$ cat src/rtl/pc_target_btb_if.sv
// Fetch/execute bus of the next-PC generator: fetch PC and prediction toward
// instruction memory, resolved execute info in, redirect/flush toward the hazard unit.
interface pc_target_btb_if #(
    parameter int DATA_WIDTH = 32,
    parameter int CNT_WIDTH  = 16
);
    logic                  stall_f;
    logic [DATA_WIDTH-1:0] PCF;
    logic [DATA_WIDTH-1:0] PCPlus4F;
    logic                  pred_taken_f;
    logic [DATA_WIDTH-1:0] pred_target_f;
    logic                  ex_valid;
    logic [6:0]            ex_op;
    logic [DATA_WIDTH-1:0] ex_pc;
    logic [DATA_WIDTH-1:0] ex_imm;
    logic [DATA_WIDTH-1:0] ex_alu_result;
    logic                  ex_branch_taken;
    logic                  ex_pred_taken;
    logic [DATA_WIDTH-1:0] ex_pred_target;
    logic                  redirect;
    logic [DATA_WIDTH-1:0] redirect_pc;
    logic [CNT_WIDTH-1:0]  mispredict_cnt;
    logic                  misalign;

    modport master (
        output stall_f, ex_valid, ex_op, ex_pc, ex_imm, ex_alu_result,
               ex_branch_taken, ex_pred_taken, ex_pred_target,
        input  PCF, PCPlus4F, pred_taken_f, pred_target_f,
               redirect, redirect_pc, mispredict_cnt, misalign
    );

    modport slave (
        input  stall_f, ex_valid, ex_op, ex_pc, ex_imm, ex_alu_result,
               ex_branch_taken, ex_pred_taken, ex_pred_target,
        output PCF, PCPlus4F, pred_taken_f, pred_target_f,
               redirect, redirect_pc, mispredict_cnt, misalign
    );
endinterface

$ cat src/rtl/pc_target_btb.sv
// Fetch PC register with direct-mapped BTB prediction and execute-stage target resolution.
// Optional PCT_MISALIGN_CHK_EN: flag targets with bit 1 set and keep them out of the BTB.
module pc_target_btb #(
    parameter int                    DATA_WIDTH  = 32,
    parameter int                    BTB_ENTRIES = 16,
    parameter logic [DATA_WIDTH-1:0] RESET_PC    = '0,
    parameter int                    CNT_WIDTH   = 16
) (
    input logic            clk,
    input logic            rst,
    pc_target_btb_if.slave bus
);
    localparam int IDX   = $clog2(BTB_ENTRIES);
    localparam int TAG_W = DATA_WIDTH - IDX - 2;

    localparam logic [6:0] OP_JAL    = 7'b1101111;
    localparam logic [6:0] OP_JALR   = 7'b1100111;
    localparam logic [6:0] OP_BRANCH = 7'b1100011;

    function automatic logic [CNT_WIDTH-1:0] sat_inc(input logic [CNT_WIDTH-1:0] v);
        return (&v) ? v : v + CNT_WIDTH'(1);
    endfunction

    logic [BTB_ENTRIES-1:0] btb_valid;
    logic [TAG_W-1:0]       btb_tag    [BTB_ENTRIES];
    logic [DATA_WIDTH-1:0]  btb_target [BTB_ENTRIES];

    logic [DATA_WIDTH-1:0] pcf;
    logic [DATA_WIDTH-1:0] pc_plus4;
    logic [DATA_WIDTH-1:0] pred_target;
    logic [IDX-1:0]        f_idx;
    logic [TAG_W-1:0]      f_tag;
    logic                  f_hit;
    logic [CNT_WIDTH-1:0]  cnt;

    logic [IDX-1:0]        ex_idx;
    logic [TAG_W-1:0]      ex_tag;
    logic                  act_taken;
    logic [DATA_WIDTH-1:0] act_target;
    logic                  mismatch;
    logic                  redirect;
    logic [DATA_WIDTH-1:0] redirect_pc;
    logic                  bad_tgt;
    logic                  btb_wr;
    logic                  btb_inv;

    // Fetch: combinational BTB lookup on the current PC
    assign f_idx       = pcf[IDX+1:2];
    assign f_tag       = pcf[DATA_WIDTH-1:IDX+2];
    assign f_hit       = btb_valid[f_idx] && (btb_tag[f_idx] == f_tag);
    assign pc_plus4    = pcf + DATA_WIDTH'(4);
    assign pred_target = f_hit ? btb_target[f_idx] : pc_plus4;

    assign bus.PCF            = pcf;
    assign bus.PCPlus4F       = pc_plus4;
    assign bus.pred_taken_f   = f_hit;
    assign bus.pred_target_f  = pred_target;
    assign bus.mispredict_cnt = cnt;

    // Execute: resolve actual direction/target and compare with the carried prediction
    assign ex_idx = bus.ex_pc[IDX+1:2];
    assign ex_tag = bus.ex_pc[DATA_WIDTH-1:IDX+2];

    always_comb begin
        act_taken  = 1'b0;
        act_target = bus.ex_pc + bus.ex_imm;
        case (bus.ex_op)
            OP_JAL:    act_taken = 1'b1;
            OP_JALR: begin
                act_taken  = 1'b1;
                act_target = {bus.ex_alu_result[DATA_WIDTH-1:1], 1'b0};
            end
            OP_BRANCH: act_taken = bus.ex_branch_taken;
            default:   act_taken = 1'b0;
        endcase
    end

    assign mismatch    = (act_taken != bus.ex_pred_taken) ||
                         (act_taken && (bus.ex_pred_target != act_target));
    assign redirect    = bus.ex_valid && !rst && mismatch;
    assign redirect_pc = act_taken ? act_target : bus.ex_pc + DATA_WIDTH'(4);

`ifdef PCT_MISALIGN_CHK_EN
    assign bad_tgt      = act_target[1];
    assign bus.misalign = redirect && act_taken && act_target[1];
`else
    assign bad_tgt      = 1'b0;
    assign bus.misalign = 1'b0;
`endif

    assign bus.redirect    = redirect;
    assign bus.redirect_pc = redirect_pc;

    // A not-taken instruction that was predicted taken clears whatever entry aliased it
    assign btb_wr  = bus.ex_valid && act_taken && !bad_tgt;
    assign btb_inv = bus.ex_valid && !act_taken && bus.ex_pred_taken;

    always_ff @(posedge clk) begin
        if (rst) begin
            pcf       <= RESET_PC;
            btb_valid <= '0;
            cnt       <= '0;
        end else begin
            if (redirect) begin
                pcf <= redirect_pc;
            end else if (!bus.stall_f) begin
                pcf <= pred_target;
            end
            if (btb_wr) begin
                btb_valid[ex_idx] <= 1'b1;
            end else if (btb_inv) begin
                btb_valid[ex_idx] <= 1'b0;
            end
            if (redirect) begin
                cnt <= sat_inc(cnt);
            end
        end
    end

    always_ff @(posedge clk) begin
        if (btb_wr) begin
            btb_tag[ex_idx]    <= ex_tag;
            btb_target[ex_idx] <= act_target;
        end
    end
endmodule

$ cat src/flat_wrapper.sv
// flat-port wrapper written by rule: the top's interface ports become plain ports
module pc_target_btb_flat 
#(
    parameter int                    DATA_WIDTH  = 32,
    parameter int                    BTB_ENTRIES = 16,
    parameter logic [DATA_WIDTH-1:0] RESET_PC    = '0,
    parameter int                    CNT_WIDTH   = 16
)
  (clk, rst, bus_stall_f, bus_ex_valid, bus_ex_op, bus_ex_pc, bus_ex_imm, bus_ex_alu_result, bus_ex_branch_taken, bus_ex_pred_taken, bus_ex_pred_target, bus_PCF, bus_PCPlus4F, bus_pred_taken_f, bus_pred_target_f, bus_redirect, bus_redirect_pc, bus_mispredict_cnt, bus_misalign);
  pc_target_btb_if #(.DATA_WIDTH(DATA_WIDTH), .CNT_WIDTH(CNT_WIDTH)) bus_i ();
  input logic clk;
  input logic rst;
  input wire logic [$bits(bus_i.stall_f)-1:0] bus_stall_f;
  input wire logic [$bits(bus_i.ex_valid)-1:0] bus_ex_valid;
  input wire logic [$bits(bus_i.ex_op)-1:0] bus_ex_op;
  input wire logic [$bits(bus_i.ex_pc)-1:0] bus_ex_pc;
  input wire logic [$bits(bus_i.ex_imm)-1:0] bus_ex_imm;
  input wire logic [$bits(bus_i.ex_alu_result)-1:0] bus_ex_alu_result;
  input wire logic [$bits(bus_i.ex_branch_taken)-1:0] bus_ex_branch_taken;
  input wire logic [$bits(bus_i.ex_pred_taken)-1:0] bus_ex_pred_taken;
  input wire logic [$bits(bus_i.ex_pred_target)-1:0] bus_ex_pred_target;
  output wire logic [$bits(bus_i.PCF)-1:0] bus_PCF;
  output wire logic [$bits(bus_i.PCPlus4F)-1:0] bus_PCPlus4F;
  output wire logic [$bits(bus_i.pred_taken_f)-1:0] bus_pred_taken_f;
  output wire logic [$bits(bus_i.pred_target_f)-1:0] bus_pred_target_f;
  output wire logic [$bits(bus_i.redirect)-1:0] bus_redirect;
  output wire logic [$bits(bus_i.redirect_pc)-1:0] bus_redirect_pc;
  output wire logic [$bits(bus_i.mispredict_cnt)-1:0] bus_mispredict_cnt;
  output wire logic [$bits(bus_i.misalign)-1:0] bus_misalign;
  assign bus_i.stall_f = bus_stall_f;
  assign bus_i.ex_valid = bus_ex_valid;
  assign bus_i.ex_op = bus_ex_op;
  assign bus_i.ex_pc = bus_ex_pc;
  assign bus_i.ex_imm = bus_ex_imm;
  assign bus_i.ex_alu_result = bus_ex_alu_result;
  assign bus_i.ex_branch_taken = bus_ex_branch_taken;
  assign bus_i.ex_pred_taken = bus_ex_pred_taken;
  assign bus_i.ex_pred_target = bus_ex_pred_target;
  assign bus_PCF = bus_i.PCF;
  assign bus_PCPlus4F = bus_i.PCPlus4F;
  assign bus_pred_taken_f = bus_i.pred_taken_f;
  assign bus_pred_target_f = bus_i.pred_target_f;
  assign bus_redirect = bus_i.redirect;
  assign bus_redirect_pc = bus_i.redirect_pc;
  assign bus_mispredict_cnt = bus_i.mispredict_cnt;
  assign bus_misalign = bus_i.misalign;
  pc_target_btb #(.DATA_WIDTH(DATA_WIDTH), .BTB_ENTRIES(BTB_ENTRIES), .RESET_PC(RESET_PC), .CNT_WIDTH(CNT_WIDTH)) u_core (.clk(clk), .rst(rst), .bus(bus_i));
endmodule
$ cat config.mk
export PLATFORM = sky130hd
export DESIGN_NAME = pc_target_btb_flat
export DESIGN_NICKNAME = d
export VERILOG_FILES = /design/src/rtl/pc_target_btb_if.sv /design/src/rtl/pc_target_btb.sv /design/src/flat_wrapper.sv
export SDC_FILE = /design/constraint.sdc
export NUM_CORES = 1
export LEC_CHECK = 0
export BUFFER_PORTS_ARGS = -buffer_cell sky130_fd_sc_hd__buf_4
export CORE_UTILIZATION = 30
export DETAILED_ROUTE_END_ITERATION = 7
export PLACE_DENSITY = 0.45
export SLEW_MARGIN = 20
export SYNTH_ARGS = -nofsm -noshare
export SYNTH_HDL_FRONTEND = slang
export SYNTH_SLANG_ARGS = --single-unit
$ cat constraint.sdc
create_clock -name clk -period 6.1 [get_ports clk]
set_input_delay 1.22 -clock clk [delete_from_list [all_inputs] [get_ports clk]]
set_output_delay 1.22 -clock clk [all_outputs]
set_load 0.05 [all_outputs]
==> run_results.csv, run 1 <==
group,metric,value,unit
global_route,antenna_found_initial,25,
global_route,grt-ovfl-total,0,
worst_hold_path,hold_depth,2,
cts,cts-root-buf,"clkbuf_16",
finish,area_growth,23.9,%
cts,cts_buffer_depth,3,
finish,fillers,13800,
cts,clkTransAtPathRegs,0.06,ns
drt,route.vias.total,28900,
drt,wl,170,mm
cts,clock_latency,0.72,ns
worst_hold_path,min_path_type,"flip-flop to flip-flop",
setup_path,worst-path-buf-inv,5,
job,maxCapViolCount,0,
floorplan,dieArea,150000,um^2
logic_synthesis,synth_top_flop_cell,"edfxtp_1",
sta,finalSetupViolCount,1,
finish,stdcell_count,5330,
floorplan,io_pins,288,
sta,fin_crit_sh,104,%
floorplan,die_h,388,um
cts,tritoncts,"built",
sta,hold_slack,0.486,ns
setup_path,required,4.88,ns
power_and_ir_drop,vdd_drop_max,0.242,mV
placed_design,portBuffers,285,
setup_path,slowest_delay,0.50,ns
logic_synthesis,syn_inst,2724,
cts,cts_max_level,3,
drt,wl_per_cell,31.8,um
floorplan,core,148000,um^2
sta,fin_skew,0.0750,ns
setup_path,cp-end-kind,"output port",
sta,max_clock_freq,0.158,GHz
sta,tightest_slew,1.06,ns
drt,drc,0,
finish,regArea,29200,um^2
logic_synthesis,synth.distinct_cells,94,
cts,clock_sinks,996,
setup_path,critical_path.cell_chain,"buf_4 > ha_4 > fa_2 > a21o_1 > a221o_2 > buf_6 > a221o_1 > nand2_1 > o22ai_1 > a2111o_1 > a2111oi_4 > buf_4 > nand4_1 > buf_6 > or4_4 > nand2_4 > nor2_4 > buf_8",
global_route,grt_max_degree,88,
finish,drive_gt1_share,35.2,%
sta,setup_ws,-0.235,ns
drt,viasPerCell,5.43,
placed_design,place_congestion,0.880,
placed_design,dp_hpwl,117,mm
drt,dr.pass1.iters,6,
setup_path,slowest_stage,"or4_4",
global_route,track_usage,22.2,%
setup_path,worstReg2RegEnd,"u_core.bus.PCF[23]",
setup_path,cp_top_family,"compound AO/OA/AOI/OAI gates",
logic_synthesis,ys_ff_latch,996,
sta,fin_crit,6.34,ns
global_route,grt_pass1_wl,232,mm
setup_path,cp_max_fo,2,
setup_path,r2r_setup_slack,1.58,ns
drt,ant_nets,0,
logic_synthesis,syn_avg_cell_area,16.4,um^2
setup_path,path_class,"input port to output port",
setup_path,crit_path_start_kind,"input port",
sta,rsz0062_at_grt,"true",
logic_synthesis,syn-num-nets,2903,
finish,nNetsFinal,3488,
global_route,grt_pass1_vias,29200,
floorplan,num_rows,141,
cts,cts_hold_buf,0,
setup_path,arrival,5.12,ns
placed_design,place_inst,5117,
power_and_ir_drop,power_density,306,nW/um^2
sta,relSlewSlack,28.6,%
power_and_ir_drop,leakage,18.9,nW
finish,multiInputGateArea,14700,um^2
sta,slew_viol_final,0,
outcome,violations,"negative setup slack",
logic_synthesis,ys_seq_area_share,65.5,%
drt,drt_iter0_drc,2646,
placed_design,placed_area,51500,um^2
logic_synthesis,synthArstFlopShare,0,%
logic_synthesis,synth_edf_count,928,
floorplan,die_w,388,um
cts,numCtsBuffers,108,
logic_synthesis,syn_area,44600,um^2
setup_path,reg2regPathDepth,15,
floorplan,initial_core_util,30.2,%
outcome,status,"finished, violations left",
logic_synthesis,yosys_warnings,0,
placed_design,pre_cts_ws,-0.985,ns
finish,design_area,55300,um^2
sta,hold_violations,0,
-- area by class of cell --
class	instances	area share, %
clock inverter	68	1.37
multi-input combinational	1510	26.5
clock buffer	128	5.06
tap	1930	4.37
antenna	5	0.0226
sequential	996	52.9
inverter	50	0.371
timing repair buffer	643	9.40
-- worst register-to-register path, delay by kind of cell (launching register included) --
| kind | cells | cell delay, ns |
|---|---|---|
| simple gates | 3 | 0.72 |
| flops | 1 | 0.58 |
| compound gates | 6 | 1.68 |
| mux | 2 | 0.50 |
| buf+inv | 4 | 0.88 |
-- repair_timing --
action / 4_1_cts / 5_1_grt
setup endpoints to repair: 4 / 29
pin swaps: 12 / 13
resized for setup: 21 / 11
gates cloned: 0 / 0
buffers inserted: 9 / 3
-- per-layer routing --
layer | vias to the layer above | global-route usage [%] | part of all wire, %
met5 | - | 0 | 0.051
met2 | 1194 | 34.3 | 45
met3 | 214 | 5.96 | 8.6
li1 | 12200 | - | -
met4 | 14 | 6.62 | 2.8
met1 | 15300 | 30.4 | 43
-- through the flow --
| step | utilization, % | power [W] | setup TNS, ns |
|---|---|---|---|
| global route | 37.4 | 0.0175 | -0.396 |
| floorplan | - | 0.00922 | 0 |
| CTS | 37.4 | 0.0171 | -0.305 |
| detailed placement | 34.8 | 0.0104 | -8.78 |
| finish | 37.4 | 0.0169 | -0.235 |
| global placement | 34.8 | 0.0104 | -11.10 |
-- cells in the mapped netlist (11+ instances only) --
master / n / share of area (%)
xnor2_1: 75 / 1.5
o21a_1: 20 / 0.34
o21ai_0: 84 / 0.94
a31oi_1: 11 / 0.15
buf_1: 27 / 0.23
mux4_2: 255 / 13
mux2i_1: 90 / 2.0
ha_1: 37 / 1.0
nor2b_1: 20 / 0.28
edfxtp_1: 928 / 62
mux2_2: 39 / 0.98
and2_1: 14 / 0.20
dfxtp_1: 68 / 3.1
a221oi_1: 13 / 0.26
clkbuf_1: 85 / 0.71
nand2_1: 160 / 1.3
a31o_1: 13 / 0.26
o211ai_1: 19 / 0.32
a21o_1: 11 / 0.19
nor3_1: 18 / 0.20
inv_1: 48 / 0.40
a211oi_1: 23 / 0.39
nor4_1: 16 / 0.22
nor2_1: 91 / 0.77
and3_1: 38 / 0.53
or3_1: 20 / 0.28
o31ai_1: 11 / 0.19
and4_1: 16 / 0.31
buf_2: 42 / 0.47
nand3_1: 54 / 0.61
a21oi_1: 96 / 1.1
nand4_1: 36 / 0.50
xor2_1: 39 / 0.77
-- cell families after synthesis --
family | count (synthesis) | synth area share, %
adders and majority gates | 38 | 1.08
muxes | 385 | 15.9
and+or+nand+nor | 540 | 6.32
buffers and inverters | 218 | 2.14
other | 1 | 0.00840
xor gates and xnor gates | 114 | 2.24
DFF | 996 | 65.5
AOI/OAI and AO/OA | 432 | 6.83
-- placed cells by master (no fill, tap or decap), drive strengths merged, types with 9 or more instances in the layout --
cell type	count
o221ai	9
o211ai	19
a21o	11
a211oi	33
dfxtp	68
and2	14
a31oi	11
xor2	39
clkinv	62
mux4	255
and3	38
buf	643
nand2	160
ha	37
nand4	37
nor2	92
and4	16
clkbuf	128
a21oi	97
a221oi	16
nor2b	20
o21a	20
nor4	18
or3	20
or2	11
a22oi	10
mux2	40
bufinv	13
nand3	54
mux2i	90
o31ai	12
nor3	18
a31o	21
o21ai	92
xnor2	75
inv	39
edfxtp	928
-- report_power, final --
part | leakage [nW] | internal (W) | switching [W] | total (W)
clock | 1.74 | 0.00383 | 0.00276 | 0.00659
sequential | 8.92 | 0.00765 | 0.0000588 | 0.00771
combinational | 8.25 | 0.000990 | 0.00164 | 0.00263
total | 18.9 | 0.0125 | 0.00446 | 0.0169
-- registers in the layout, indices dropped and copies added (netlist names), named ones only --
register                   count
u_core.bus.PCF                32
u_core.btb_target            512
u_core.btb_tag               416
u_core.bus.mispredict_cnt     16
-- worst max path at each step --
stage	start	to	slack, ns	depth (start not counted)
final	bus_ex_pc[0]	bus_redirect	-0.24	18
after global routing	bus_ex_pc[0]	bus_redirect	-0.40	19
after CTS	bus_ex_pc[0]	bus_redirect	-0.30	17
after detailed placement	bus_ex_imm[0]	bus_redirect	-0.98	16
after global placement	bus_ex_imm[0]	bus_redirect	-1.05	16
after floorplan	bus_ex_imm[0]	bus_redirect	0.03	15
No activity file was read; power rests on OpenSTA's default activity.
==> run 2, diff against run 1 <==
ABC_AREA = 1   (was not set)
==> run_results.csv, run 2 <==
group,metric,value,unit
sta,relSlewSlack,13.0,%
setup_path,worst-path-buf-inv,5,
sta,max_clock_freq,0.168,GHz
logic_synthesis,yosysMostFrequentCell,"edfxtp_1",
finish,design_area,54500,um^2
worst_hold_path,min_path_type,"flip-flop to flip-flop",
power_and_ir_drop,clkPwrFrac,39.3,%
finish,stdcell_count,6952,
drt,ant_nets,0,
sta,fin_skew,0.0560,ns
logic_synthesis,yosysTopAreaCell,"edfxtp_1",
logic_synthesis,syn-num-nets,4717,
setup_path,required,4.88,ns
setup_path,crit_end,"bus_pred_target_f[29]",
finish,top_register,"u_core.btb_target",
drt,wl_per_cell,26.3,um
cts,cts_buffer_depth,3,
logic_synthesis,synth_top_cells_by_count,"edfxtp_1 (928), nor2_1 (829), nand2_1 (680), o21ai_0 (495), inv_1 (335)",
logic_synthesis,syn_inst,4538,
logic_synthesis,syn_avg_cell_area,10.1,um^2
sta,setup_ws,0.142,ns
setup_path,worstReg2RegEnd,"u_core.bus.PCF[0]",
cts,tritoncts,"built",
finish,nNetsFinal,5004,
setup_path,critPathLaunch,"u_core.bus.PCF[3]",
global_route,grt_max_degree,185,
drt,wl,183,mm
logic_synthesis,synth_edf_count,928,
setup_path,path_common_cell,"nand2_1",
cts,clock_sinks,996,
logic_synthesis,synth_top_area_share,60.7,%
setup_path,slowest_delay,0.69,ns
sta,tightest_slew,1.31,ns
cts,clock_latency,0.76,ns
setup_path,crit_path_start_kind,"flip-flop",
floorplan,num_rows,143,
logic_synthesis,syn_area,45900,um^2
finish,largest_reg_flops,512,
cts,numCtsBuffers,109,
placed_design,portBuffers,285,
global_route,grt-ovfl-total,0,
sta,hold_violations,0,
global_route,grt_pass1_vias,34100,
finish,layout_common_cells,"edfxtp_1 (928), nor2_1 (819), nand2_1 (678)",
logic_synthesis,ys_seq_area_share,63.6,%
setup_path,cp_max_fo,8,
floorplan,initial_core_util,30.2,%
finish,final_common_cell,"edfxtp_1",
finish,area_growth,18.6,%
global_route,track_usage,23.0,%
floorplan,core,152000,um^2
global_route,grt_pass1_wl,256,mm
placed_design,place_inst,6739,
logic_synthesis,ys_ff_latch,996,
power_and_ir_drop,p_sw_share,27.8,%
cts,cts_max_level,3,
logic_synthesis,synth.top_cells.by_area,"edfxtp_1 (61%), nor2_1 (6.8%), nand2_1 (5.6%), o21ai_0 (5.4%), nand3_1 (3.2%)",
setup_path,path_class,"flip-flop to output port",
setup_path,cp_top_family,"simple AND/OR/NAND/NOR gates",
power_and_ir_drop,p_sw,0.00454,W
sta,setup_tns,0,ns
power_and_ir_drop,p_seq_share,46.9,%
setup_path,slowest_stage,"dfxtp_1",
power_and_ir_drop,leakage,20.1,nW
finish,drive_gt1_share,13.0,%
setup_path,r2r_setup_slack,1.74,ns
setup_path,critical_path.cell_chain,"inv_1 > nor3_2 > nand2_1 > nor2_1 > nand3_1 > nor3_2 > buf_4 > nand2_1 > nor3_2 > nand2_1 > xor2_1 > inv_1 > nand2_1 > nand2_1 > inv_1 > buf_4",
logic_synthesis,yosys_warnings,0,
placed_design,dp_hpwl,121,mm
floorplan,io_pins,288,
floorplan,die_w,393,um
cts,clkTransAtPathRegs,0.06,ns
sta,finalSetupViolCount,0,
logic_synthesis,synth_top_flop_cell,"edfxtp_1",
sta,fin_crit,5.96,ns
power_and_ir_drop,power,0.0163,W
placed_design,placed_area,50900,um^2
placed_design,pre_cts_ws,0.619,ns
power_and_ir_drop,comb_power_share,13.9,%
power_and_ir_drop,power_density,300,nW/um^2
logic_synthesis,synthArstFlopShare,0,%
cts,cts-root-buf,"clkbuf_16",
sta,rsz0062_at_grt,"true",
outcome,status,"finished, final reports clean",
setup_path,cp_num_cells,16,
sta,slew_viol_final,0,
drt,drt_iter0_drc,3845,
setup_path,arrival,4.74,ns
drt,dr.pass1.iters,7,
floorplan,dieArea,155000,um^2
global_route,antenna_found_initial,8,
setup_path,reg2regPathDepth,22,
drt,drc,0,
logic_synthesis,synth.distinct_cells,46,
placed_design,place_congestion,0.921,
setup_path,cp-end-kind,"output port",
power_and_ir_drop,vdd_drop_max,0.258,mV
floorplan,die_h,393,um
drt,route.vias.total,36000,
sta,fin_crit_sh,97.7,%
drt,viasPerCell,5.18,
job,maxCapViolCount,0,
power_and_ir_drop,p_int,0.0118,W
-- run 2: changes by cell type after synthesis, sizes merged, moves of 40 or more --
| cell | before | now |
|---|---|---|
| nand2 | 160 | 685 |
| o21ai | 92 | 570 |
| clkbuf | 85 | 132 |
| xnor2 | 75 | 17 |
| inv | 49 | 337 |
| o211ai | 19 | 77 |
| nor2 | 92 | 834 |
| mux2 | 40 | 0 |
| o221ai | 9 | 92 |
| mux2i | 90 | 0 |
| o22ai | 6 | 51 |
| mux4 | 255 | 0 |
| nand3 | 54 | 293 |
-- run 2: per-stage QoR --
stage,hold slack (ns),util (%)
2_1_floorplan,0.441,-
3_3_place_gp,0.463,33.5
3_5_place_dp,0.473,33.5
4_1_cts,0.481,35.8
5_1_grt,0.506,35.9
6_report,0.482,35.9
-- run 2: routing by layer --
layer | wire length [um] | part of all wire, % | vias up | global-route usage [%]
met5 | 12 | 0.0066 | - | 0
met4 | 4200 | 2.3 | 2 | 5.99
met3 | 14600 | 8.0 | 193 | 4.66
met2 | 80200 | 44 | 1335 | 35.0
met1 | 83800 | 46 | 18000 | 33.2
li1 | - | - | 16500 | -
-- run 2: power by group through the flow --
stage               sequential, W  combinational (W)  clock [W]
floorplan                 0.00780            0.00121          0
global placement          0.00780            0.00222          0
detailed placement        0.00780            0.00223          0
CTS                       0.00765            0.00223    0.00654
global route              0.00765            0.00244    0.00678
finish                    0.00765            0.00226    0.00641
-- run 2: logic make-up after synthesis --
logic type	after synthesis	synth area share [%]
XOR/XNOR	60	1.14
other	1	0.00816
adder cells (fa/ha/maj)	38	1.05
AND/OR/NAND/NOR	1951	17.6
buffers and inverters	591	5.32
flip-flops	996	63.6
AO/OA/AOI/OAI	901	11.3
-- run 2: cell type report --
| class | instances | area (um^2) |
|---|---|---|
| flip-flops and latches | 996 | 29200 |
| clock buffers | 154 | 2990 |
| inverters | 338 | 1290 |
| fillers | 15400 | 97400 |
| multi-input cells | 2951 | 14400 |
| clock inverters | 52 | 455 |
| diodes | 2 | 5.00 |
| repair buffers | 429 | 3510 |
| well taps | 2030 | 2540 |
-- run 2: worst min-delay path: stages (launching register included) --
cell and delay (ns):
dfxtp_1 0.32, o31ai_1 0.06, a21oi_1 0.05
-- run 2: what timing repair did --
| item | CTS | global route |
|---|---|---|
| hold buffers | 0 | 0 |
| gates resized for setup | 0 | 8 |
| buffers inserted | 0 | 5 |
| endpoints found under the setup margin | 0 | 24 |
-- run 2: worst min path at each step --
stage / from / end / slack, ns / depth (start not counted)
5_1_grt: flip-flop / flip-flop / 0.51 / 2
4_1_cts: flip-flop / flip-flop / 0.48 / 2
6_report: flip-flop / flip-flop / 0.48 / 2
3_3_place_gp: flip-flop / flip-flop / 0.46 / 2
3_5_place_dp: flip-flop / flip-flop / 0.47 / 2
2_1_floorplan: flip-flop / flip-flop / 0.44 / 2
